[config.mk]
export PLATFORM = sky130hd
export DESIGN_NAME = if_prefetch_unit
export DESIGN_NICKNAME = d
export VERILOG_FILES = /design/src/rtl/if_pkg.sv /design/src/rtl/if_fetch_fifo.sv /design/src/rtl/if_prefetch_unit.sv
export SDC_FILE = /design/constraint.sdc
export NUM_CORES = 1
export LEC_CHECK = 0
export BUFFER_PORTS_ARGS = -buffer_cell sky130_fd_sc_hd__buf_2
export CAP_MARGIN = 20
export CORE_UTILIZATION = 41
export CTS_CLUSTER_DIAMETER = 100
export DETAILED_ROUTE_END_ITERATION = 10
export PLACE_DENSITY = 0.66
export SLEW_MARGIN = 20
export SYNTH_ARGS = -nofsm -noshare
export SYNTH_HDL_FRONTEND = slang
export SYNTH_SLANG_ARGS = --single-unit
[constraint.sdc]
create_clock -name clk -period 6 [get_ports clk]
set_clock_uncertainty 0.15 [all_clocks]
set_input_delay 0.6 -clock clk [delete_from_list [all_inputs] [get_ports clk]]
set_output_delay 0.6 -clock clk [all_outputs]
set_load 0.02 [all_outputs]
[src/rtl/if_pkg.sv]
// Shared types and constants for the instruction-fetch stage.
//   XLEN            address / instruction width
//   RESET_PC_DEF    default first fetch address after reset
//   FIFO_DEPTH_DEF  default prefetch queue depth
//   fetch_state_e   fetch FSM states
//   if_entry_t      one prefetch queue entry {pc, ins, fault}
//   word_align()    clears the byte-offset bits of an address
package if_pkg;

  localparam int unsigned XLEN           = 32;
  localparam logic [XLEN-1:0] RESET_PC_DEF = 32'h8000_0000;
  localparam int unsigned FIFO_DEPTH_DEF = 4;

  typedef enum logic [1:0] {
    IDLE = 2'd0,  // no request outstanding
    REQ  = 2'd1,  // request outstanding, data will be kept
    DROP = 2'd2,  // request outstanding, data will be discarded
    HALT = 2'd3   // bus fault seen, wait for redirect
  } fetch_state_e;

  typedef struct packed {
    logic [XLEN-1:0] pc;
    logic [XLEN-1:0] ins;
    logic            fault;
  } if_entry_t;

  function automatic logic [XLEN-1:0] word_align(input logic [XLEN-1:0] a);
    return a & {{(XLEN-2){1'b1}}, 2'b00};
  endfunction

endpackage

[src/rtl/if_fetch_fifo.sv]
// Synchronous show-ahead FIFO of prefetch entries.
//   clk, rst    clock, asynchronous active-low reset
//   push        write push_data at the tail (ignored when full and not popping)
//   push_data   entry to write
//   pop         remove the head (ignored when empty)
//   flush       empty the queue; overrides push and pop in the same cycle
//   count       number of valid entries
//   valid       queue non-empty (registered)
//   head        current head entry, all-zero when empty (registered)
// The head and valid outputs are flops computed from the next-state of the
// queue, so a word pushed into an empty queue is visible the next cycle.
module if_fetch_fifo
  import if_pkg::*;
#(
  parameter int unsigned DEPTH = 4
) (
  input  logic                   clk,
  input  logic                   rst,
  input  logic                   push,
  input  if_entry_t              push_data,
  input  logic                   pop,
  input  logic                   flush,
  output logic [$clog2(DEPTH):0] count,
  output logic                   valid,
  output if_entry_t              head
);

  localparam int unsigned AW = $clog2(DEPTH);
  localparam int unsigned CW = AW + 1;

  if_entry_t     mem_q [DEPTH];
  if_entry_t     mem_d [DEPTH];
  logic [AW-1:0] rd_ptr_q, rd_ptr_d;
  logic [AW-1:0] wr_ptr_q, wr_ptr_d;
  logic [CW-1:0] count_q, count_d;
  logic          valid_q, valid_d;
  if_entry_t     head_q, head_d;
  logic          do_push;
  logic          do_pop;

  always_comb begin
    do_pop   = pop && (count_q != '0);
    // A full queue can still accept a push when the head leaves this cycle.
    do_push  = push && ((count_q != CW'(DEPTH)) || do_pop);
    mem_d    = mem_q;
    rd_ptr_d = rd_ptr_q;
    wr_ptr_d = wr_ptr_q;
    count_d  = count_q;

    if (flush) begin
      rd_ptr_d = '0;
      wr_ptr_d = '0;
      count_d  = '0;
    end else begin
      if (do_push) begin
        mem_d[wr_ptr_q] = push_data;
        wr_ptr_d        = wr_ptr_q + AW'(1);
      end
      if (do_pop) begin
        rd_ptr_d = rd_ptr_q + AW'(1);
      end
      case ({do_push, do_pop})
        2'b10:   count_d = count_q + CW'(1);
        2'b01:   count_d = count_q - CW'(1);
        default: count_d = count_q;
      endcase
    end

    valid_d = (count_d != '0);
    // mem_d already holds this cycle's write, so a push into an empty
    // queue becomes the head directly.
    head_d  = valid_d ? mem_d[rd_ptr_d] : '0;
  end

  always_ff @(posedge clk or negedge rst) begin
    if (!rst) begin
      for (int i = 0; i < DEPTH; i++) begin
        mem_q[i] <= '0;
      end
      rd_ptr_q <= '0;
      wr_ptr_q <= '0;
      count_q  <= '0;
      valid_q  <= 1'b0;
      head_q   <= '0;
    end else begin
      mem_q    <= mem_d;
      rd_ptr_q <= rd_ptr_d;
      wr_ptr_q <= wr_ptr_d;
      count_q  <= count_d;
      valid_q  <= valid_d;
      head_q   <= head_d;
    end
  end

  assign count = count_q;
  assign valid = valid_q;
  assign head  = head_q;

endmodule

[src/rtl/if_prefetch_unit.sv]
// Instruction-fetch stage with a prefetch queue.
//   clk, rst        clock, asynchronous active-low reset
//   redirect_valid  flush the queue and restart fetch at redirect_pc
//   redirect_pc     new fetch address (byte offset ignored)
//   mem_req         fetch request (registered)
//   mem_addr        fetch address, held while mem_req && !mem_ack (registered)
//   mem_ack         request complete; mem_rdata / mem_err valid this cycle
//   mem_rdata       fetched instruction word
//   mem_err         bus fault on this fetch
//   ins_valid       queue head valid
//   ins_ready       decode accepts the head this cycle
//   ins, ins_pc     head instruction and its PC
//   ins_fault       head is a fetch fault (ins is zero)
//   dbg_state       current fetch FSM state
//
// Handshakes: memory side is req/ack -- mem_req stays high with a stable
// mem_addr until the cycle mem_ack is seen, at most one request is ever
// outstanding. Decode side is valid/ready -- the head transfers in every cycle
// with ins_valid && ins_ready; ins_valid never depends on ins_ready.
//
// A redirect has absolute priority: the queue is emptied, the same-cycle pop
// and ack data are ignored, and if a request is still in flight it is left to
// complete in DROP with its data thrown away before fetching the new target.
module if_prefetch_unit
  import if_pkg::*;
#(
  parameter logic [XLEN-1:0] RESET_PC   = RESET_PC_DEF,
  parameter int unsigned     FIFO_DEPTH = FIFO_DEPTH_DEF
) (
  input  logic            clk,
  input  logic            rst,
  input  logic            redirect_valid,
  input  logic [XLEN-1:0] redirect_pc,
  output logic            mem_req,
  output logic [XLEN-1:0] mem_addr,
  input  logic            mem_ack,
  input  logic [XLEN-1:0] mem_rdata,
  input  logic            mem_err,
  output logic            ins_valid,
  input  logic            ins_ready,
  output logic [XLEN-1:0] ins,
  output logic [XLEN-1:0] ins_pc,
  output logic            ins_fault,
  output fetch_state_e    dbg_state
);

  localparam int unsigned CW = $clog2(FIFO_DEPTH) + 1;

  fetch_state_e    state_q, state_d;
  logic [XLEN-1:0] pc_q, pc_d;
  logic            mem_req_q, mem_req_d;
  logic [XLEN-1:0] mem_addr_q, mem_addr_d;

  logic            fifo_push;
  logic            fifo_pop;
  if_entry_t       push_entry;
  logic [CW-1:0]   fifo_count;
  logic [CW-1:0]   count_after;
  logic            head_valid;
  if_entry_t       head;
  logic            has_space;
  logic [XLEN-1:0] redirect_target;
  logic [XLEN-1:0] pc_next_seq;

  always_comb begin
    redirect_target = word_align(redirect_pc);
    pc_next_seq     = pc_q + XLEN'(4);

    fifo_push        = (state_q == REQ) && mem_ack && !redirect_valid;
    fifo_pop         = head_valid && ins_ready && !redirect_valid;
    push_entry.pc    = pc_q;
    push_entry.ins   = mem_err ? '0 : mem_rdata;
    push_entry.fault = mem_err;

    // Occupancy once this cycle's push/pop land; a new request is only
    // issued if its data is guaranteed a free slot on return.
    count_after = fifo_count + CW'(fifo_push) - CW'(fifo_pop);
    has_space   = count_after < CW'(FIFO_DEPTH);
  end

  // Fetch FSM next-state and registered memory-side outputs.
  always_comb begin
    state_d    = state_q;
    pc_d       = pc_q;
    mem_req_d  = mem_req_q;
    mem_addr_d = mem_addr_q;

    if (redirect_valid) begin
      pc_d = redirect_target;
      if (((state_q == REQ) || (state_q == DROP)) && !mem_ack) begin
        // Bus transaction must finish at its original address.
        state_d = DROP;
      end else begin
        state_d    = REQ;
        mem_req_d  = 1'b1;
        mem_addr_d = redirect_target;
      end
    end else begin
      case (state_q)
        IDLE: begin
          if (has_space) begin
            state_d    = REQ;
            mem_req_d  = 1'b1;
            mem_addr_d = pc_q;
          end
        end
        REQ: begin
          if (mem_ack) begin
            pc_d = pc_next_seq;
            if (mem_err) begin
              state_d   = HALT;
              mem_req_d = 1'b0;
            end else if (has_space) begin
              state_d    = REQ;
              mem_req_d  = 1'b1;
              mem_addr_d = pc_next_seq;
            end else begin
              state_d   = IDLE;
              mem_req_d = 1'b0;
            end
          end
        end
        DROP: begin
          if (mem_ack) begin
            if (has_space) begin
              state_d    = REQ;
              mem_req_d  = 1'b1;
              mem_addr_d = pc_q;
            end else begin
              state_d   = IDLE;
              mem_req_d = 1'b0;
            end
          end
        end
        HALT: begin
          mem_req_d = 1'b0;
        end
        default: begin
          state_d   = IDLE;
          mem_req_d = 1'b0;
        end
      endcase
    end
  end

  always_ff @(posedge clk or negedge rst) begin
    if (!rst) begin
      state_q    <= IDLE;
      pc_q       <= RESET_PC;
      mem_req_q  <= 1'b0;
      mem_addr_q <= RESET_PC;
    end else begin
      state_q    <= state_d;
      pc_q       <= pc_d;
      mem_req_q  <= mem_req_d;
      mem_addr_q <= mem_addr_d;
    end
  end

  if_fetch_fifo #(
    .DEPTH(FIFO_DEPTH)
  ) u_fifo (
    .clk      (clk),
    .rst      (rst),
    .push     (fifo_push),
    .push_data(push_entry),
    .pop      (fifo_pop),
    .flush    (redirect_valid),
    .count    (fifo_count),
    .valid    (head_valid),
    .head     (head)
  );

  assign mem_req   = mem_req_q;
  assign mem_addr  = mem_addr_q;
  assign ins_valid = head_valid;
  assign ins       = head.ins;
  assign ins_pc    = head.pc;
  assign ins_fault = head.fault;
  assign dbg_state = state_q;

endmodule
== Yosys cells after proc, flatten, opt, wreduce, memory -nomap -nowiden ==
Index checks and enable logic that the tools add are counted.

* Add/sub/neg operators: 7
* $mul: 0
* Divide/modulo/power cells: 0
* Order comparisons: 4
* Equality and inequality tests: 12
* Shift-type cells: 0
* Multiplexer cells: 43
* Bitwise logic cells: 2
* Reductions and logical operators: 23

{| class="wikitable"
|+ Operators by type and width
! cell !! count
|-
| $mux W260 || 2
|-
| $mux W32 || 11
|-
| $bwmux W260 || 1
|-
| $mux W65 || 4
|-
| $bmux W65 S2 || 1
|-
| $demux W65 S2 || 1
|-
| $pmux W32 S3 || 1
|-
| $add A32 B3 Y32 const B || 1
|-
| $mux W2 || 10
|-
| $ne A3 B3 Y1 const B || 6
|-
| $logic_and A1 B1 Y1 || 8
|-
| $mux W1 || 8
|-
| $reduce_and A4 Y1 || 2
|-
| $eq A2 B2 Y1 const B || 3
|-
| $ge A3 B3 Y1 const B || 2
|-
| $not A2 Y3 || 2
|-
| $pmux W2 S3 || 1
|-
| $pmux W3 S2 || 1
|-
| $reduce_and A6 Y1 || 1
|-
| $reduce_bool A2 Y1 || 3
|-
| $reduce_bool A3 Y1 || 2
|-
| $add A2 B1 Y2 const B || 2
|-
| $eq A2 B1 Y1 const B || 2
|-
| $pmux W1 S4 || 1
|-
| 13 further kinds || 15
|}

* Bits in registers: 400
* Bits in latches: 0
* RAM bits: 0
* ROM bits: 0
* Output and inout bits: 101
* Word-level logic and storage cells: 114
* Memories: 0

== Depth between registers and ports, before layout ==
* Depth in word-level cells: 12
* Depth in mapped cells: 14
* Mapped depth without buffers: 12

== By module ==
A second synthesis with hierarchy kept.

* Cell total of the unflattened synthesis: 1691
* Area, all modules: 19075.8 sq um

{| class="wikitable"
|+ Modules (own cells, without submodules)
! module !! times used !! cells each !! area an instance (sq um) !! seq. area each (sq um)
|-
| if_fetch_fifo || 1 || 1201 || 14557.7 || 8333.0
|-
| if_prefetch_unit || 1 || 490 || 4518.1 || 1604.0
|}

== Worst setup path before layout ==
No wires, ideal clock.

* Path kind: input port to flip-flop
* Start point: input redirect_valid
* End point: register mem_addr_q[11] (netlist: mem_addr[11])
* Setup time: 0.125 ns
* Arrival: 3.610 ns
* Path slack: 2.115 ns
* Stages: 14
* Buffers on the path: 6
* Cells stage by stage: buf_2 -> clkbuf_1 -> buf_1 -> clkbuf_1 -> buf_1 -> nor2_1 -> ha_1 -> inv_1 -> ha_1 -> a31o_4 -> xnor2_2 -> a21oi_4 -> buf_6 -> mux2_2

* Longest elaborated chain between the ends: 9
* Elaborated cells on any way between the ends: 17

{| class="wikitable"
|+ Ends and longest elaborated chain
! item !! RTL line !! text
|-
| start: declaration || if_prefetch_unit.sv:32 || <nowiki>input logic redirect_valid,</nowiki>
|-
| $logic_not A1 Y1 || if_prefetch_unit.sv:69, if_prefetch_unit.sv:70 ||
|-
| $logic_and A1 B1 Y1 || if_prefetch_unit.sv:69 || <nowiki>fifo_push = (state_q == REQ) && mem_ack && !redirect_valid;</nowiki>
|-
| $add A3 B1 Y3 || if_prefetch_unit.sv:77 || <nowiki>count_after = fifo_count + CW'(fifo_push) - CW'(fifo_pop);</nowiki>
|-
| $sub A3 B1 Y3 || if_prefetch_unit.sv:77 ||
|-
| $lt A3 B3 Y1 || if_prefetch_unit.sv:78 || <nowiki>has_space = count_after < CW'(FIFO_DEPTH);</nowiki>
|-
| $mux W32 (2 in series) || n/a ||
|-
| $pmux W32 S3 || n/a ||
|-
| $mux W32 || if_prefetch_unit.sv:88 || <nowiki>if (redirect_valid) begin</nowiki>
|-
| end signal: assignment || if_prefetch_unit.sv:156 || <nowiki>mem_addr_q <= mem_addr_d;</nowiki>
|-
| end: declaration || if_prefetch_unit.sv:52 || <nowiki>logic [XLEN-1:0] mem_addr_q, mem_addr_d;</nowiki>
|}

Parallel ways exist; a longest one is shown, timed or not. The select of a mux whose other input is x is not followed.
A chain may end at the register's enable or synchronous reset.

==> metrics.yaml <==
power_and_ir_drop:
  p_leak_nw: 9.90
  p_int_mw: 6.28
  pwr-share-seq: 0.413
  finalPower_mw: 9.45
  powerDensity_nw_per_um2: 449
  combPwrFrac: 0.294
  p_sw_frac: 0.335
  p_switching_mw: 3.17
  ir_worst_vdd_mv: 0.278
  p_clk_frac: 0.294
yosys:
  synth.avg_cell_area_sq_um: 11.1
  synth_seq_area_share: 0.538
  syn_area_sq_um: 18500
  syn-num-nets: 1740
  synthCells: 1659
  synth-main-ff-cell: "dfrtp_1"
  synth.distinct_cells: 68
  yosys_warnings: 0
  synth-edff-count: 0
  async_reset_ff_frac: 1.00
  ys_seq_elements: 397
drt:
  viasPerCell: 5.53
  met3_length_um: 2370
  wl_met2_um: 22900
  drc: 0
  vias: 13200
  wl_per_cell_um: 20.1
  wl_met1_um: 21700
  dr.max_layer_used: "met5"
  dr.first_iter.drc_count: 884
  dr.pass1.iters: 6
  finalWirelength_um: 48000
  drtAntennaViolNets: 0
timing:
  setup_viol: 0
  maxSlewViolCount: 0
  tightestPinTransition_ns: 1.10
  setup-tns-final_ns: 0
  rsz0062_at_grt: "false"
  max_freq_mhz: 247
  timing.slew.headroom: 0.265
  min_period_ns: 4.05
  timing.final.crit_share: 0.676
  final_hold_viol_count: 0
cells_and_area:
  layout-drive-gt1-share: 0.263
  final_core_util: 0.475
  antenna_cells: 0
  stdcell_count: 2384
  layout_commonest_cell: "dfrtp_1"
  synthToLayoutAreaGrowth_pct: 13.8
  final_area_sq_um: 21000
  nNetsFinal: 1837
  nFillCells: 4105
  final_cell_mix: "dfrtp_1 (395), nand2_1 (198), buf_2 (166)"
floorplanning:
  rows: 77
  die_w_um: 214
  core_sq_um: 44300
  io_pins: 171
  dieArea_sq_um: 45900
  die_h_um: 214
  start_util: 0.417
global_route:
  grt_pass1_wl_um: 76100
  grt_pass1_vias: 13600
  grt_overflow: 0
  grt_max_degree: 143
  grt_antenna_before_repair: 2
  gr-usage-all-layers: 0.210
critical_path:
  r2r_start: "dbg_state[1]"
  reg2reg_slack_ns: 1.95
  end_kind: "register"
  worstPathMaxFanout: 35
  cp.required_ns: 6.28
  reg2reg_depth: 13
  crit_arrival_ns: 4.34
  critPathLaunchType: "register"
  critical_path_class: "register to register"
  r2r_end: "u_fifo.head[25]"
flow_run:
  maxCapViolations: 0
clock_tree:
  cts_max_level: 2
  insertion_delay_ns: 0.57
  cts_max_path_buffers: 3
  cts.clk_slew.worst_paths_ns: 0.06
  cts_resized: 0
  cts_buffers: 45
  cts_sinks: 397
  ctsRootBufferMaster: "clkbuf_16"
  cts_tree: "yes"
place:
  hpwl_um: 29200
  place_area_sq_um: 19500
  place_congestion: 0.790
  portBuffers: 168
  dp.cells: 2300
worst_hold_path:
  min_path_cells: 3
  hp-start: "redirect_pc[31]"
  hold_class: "primary input to register"
  hold_path_end: "pc_q[31]"
status:
  outcome: "complete, no violations"
area by class of cell:
class / instances / area, sq um / area share
flip-flops and latches: 397 / 9940 / 0.472
multi-input cells: 998 / 7300 / 0.347
clock buffers: 69 / 1370 / 0.0651
repair buffers: 192 / 1090 / 0.0518
well taps: 592 / 741 / 0.0352
inverters: 122 / 463 / 0.0220
clock inverters: 14 / 134 / 0.00636
critical path: stages (launching register included):
cell,delay (ns)
dfrtp_1,0.40
inv_1,0.09
ha_1,0.14
buf_4,0.27
nand2_1,0.12
a31oi_1,0.42
nor3_1,0.14
fa_1,0.43
nand3b_1,0.19
o221ai_1,0.21
a31oi_2,0.17
a21oi_4,0.46
clkinv_4,0.46
o2111a_1,0.27
repair_timing:
item | CTS | global route
hold buffers | 1 | 0
buffers inserted | 0 | 0
hold endpoints to repair | 88 | 0
endpoints found under the setup margin | 0 | 0
cell usage after synthesis (9+ instances only):
library cell,n,area (sq um)
and2_1,13,81.3
nor2_1,34,128
buf_4,20,150
nor4_1,9,56.3
o22ai_1,31,194
buf_6,21,236
a32oi_1,32,280
mux2i_1,37,370
xnor2_1,41,359
nor3_1,54,270
clkbuf_1,59,221
inv_1,121,454
xor2_1,18,158
o2111a_1,32,360
nand4_1,14,87.6
a21oi_1,17,85.1
o211ai_1,22,165
dfrtp_1,395,9880
ha_1,10,125
o311ai_0,16,140
or2_2,17,106
buf_2,34,170
nand3_1,42,210
o2bb2ai_1,32,280
mux2_2,161,1810
o31ai_1,14,105
nand2_1,200,751
o21ai_0,58,290
worst max path at each step:
stage / startpoint / end / slack, ns / depth (start not counted)
2_1_floorplan: redirect_valid / mem_addr[11] / 2.11 / 14
3_3_place_gp: dbg_state[1] / u_fifo.head[7] / 2.06 / 13
3_5_place_dp: dbg_state[1] / u_fifo.head[14] / 1.98 / 13
4_1_cts: dbg_state[1] / u_fifo.head[25] / 1.95 / 13
5_1_grt: dbg_state[1] / u_fifo.head[25] / 1.72 / 13
6_report: dbg_state[1] / u_fifo.head[25] / 1.95 / 13
state kept, by name (all words and copies together), names as in the netlist:
register and cells:
dbg_state 2, mem_addr 31, mem_req 1, pc_q 30
u_fifo.count 3, u_fifo.head 65, u_fifo.mem_q 260, u_fifo.rd_ptr_q 2
u_fifo.valid 1, u_fifo.wr_ptr_q 2
per-stage QoR:
stage	hold slack (ns)	setup slack, ns
global route	0.112	1.72
global placement	0.293	2.06
finish	0.117	1.95
floorplan	0.154	2.11
CTS	0.0923	1.95
detailed placement	0.300	1.98
power by group through the flow:
stage               logic [mW]  clock network (mW)  registers, mW
floorplan                 1.81                   0           4.07
global placement          2.68                   0           3.91
detailed placement        2.77                   0           3.94
CTS                       2.79                2.83           3.90
global route              3.05                2.94           3.99
finish                    2.77                2.77           3.90
metal layers:
layer  up-vias  track usage
met3        86       0.0332
met1      6685        0.281
met2       385        0.348
met5         -            0
li1       6031            -
met4         2       0.0671
cell families after synthesis:
logic type / Yosys count / synth area share
AND/OR/NAND/NOR: 420 / 0.106
flip-flops: 397 / 0.538
AO/OA/AOI/OAI: 307 / 0.129
buffers and inverters: 264 / 0.0703
multiplexers: 200 / 0.120
XOR/XNOR: 60 / 0.0288
adder cells (fa/ha/maj): 11 / 0.00785
Note: power is estimated with default switching activity, not from simulation.
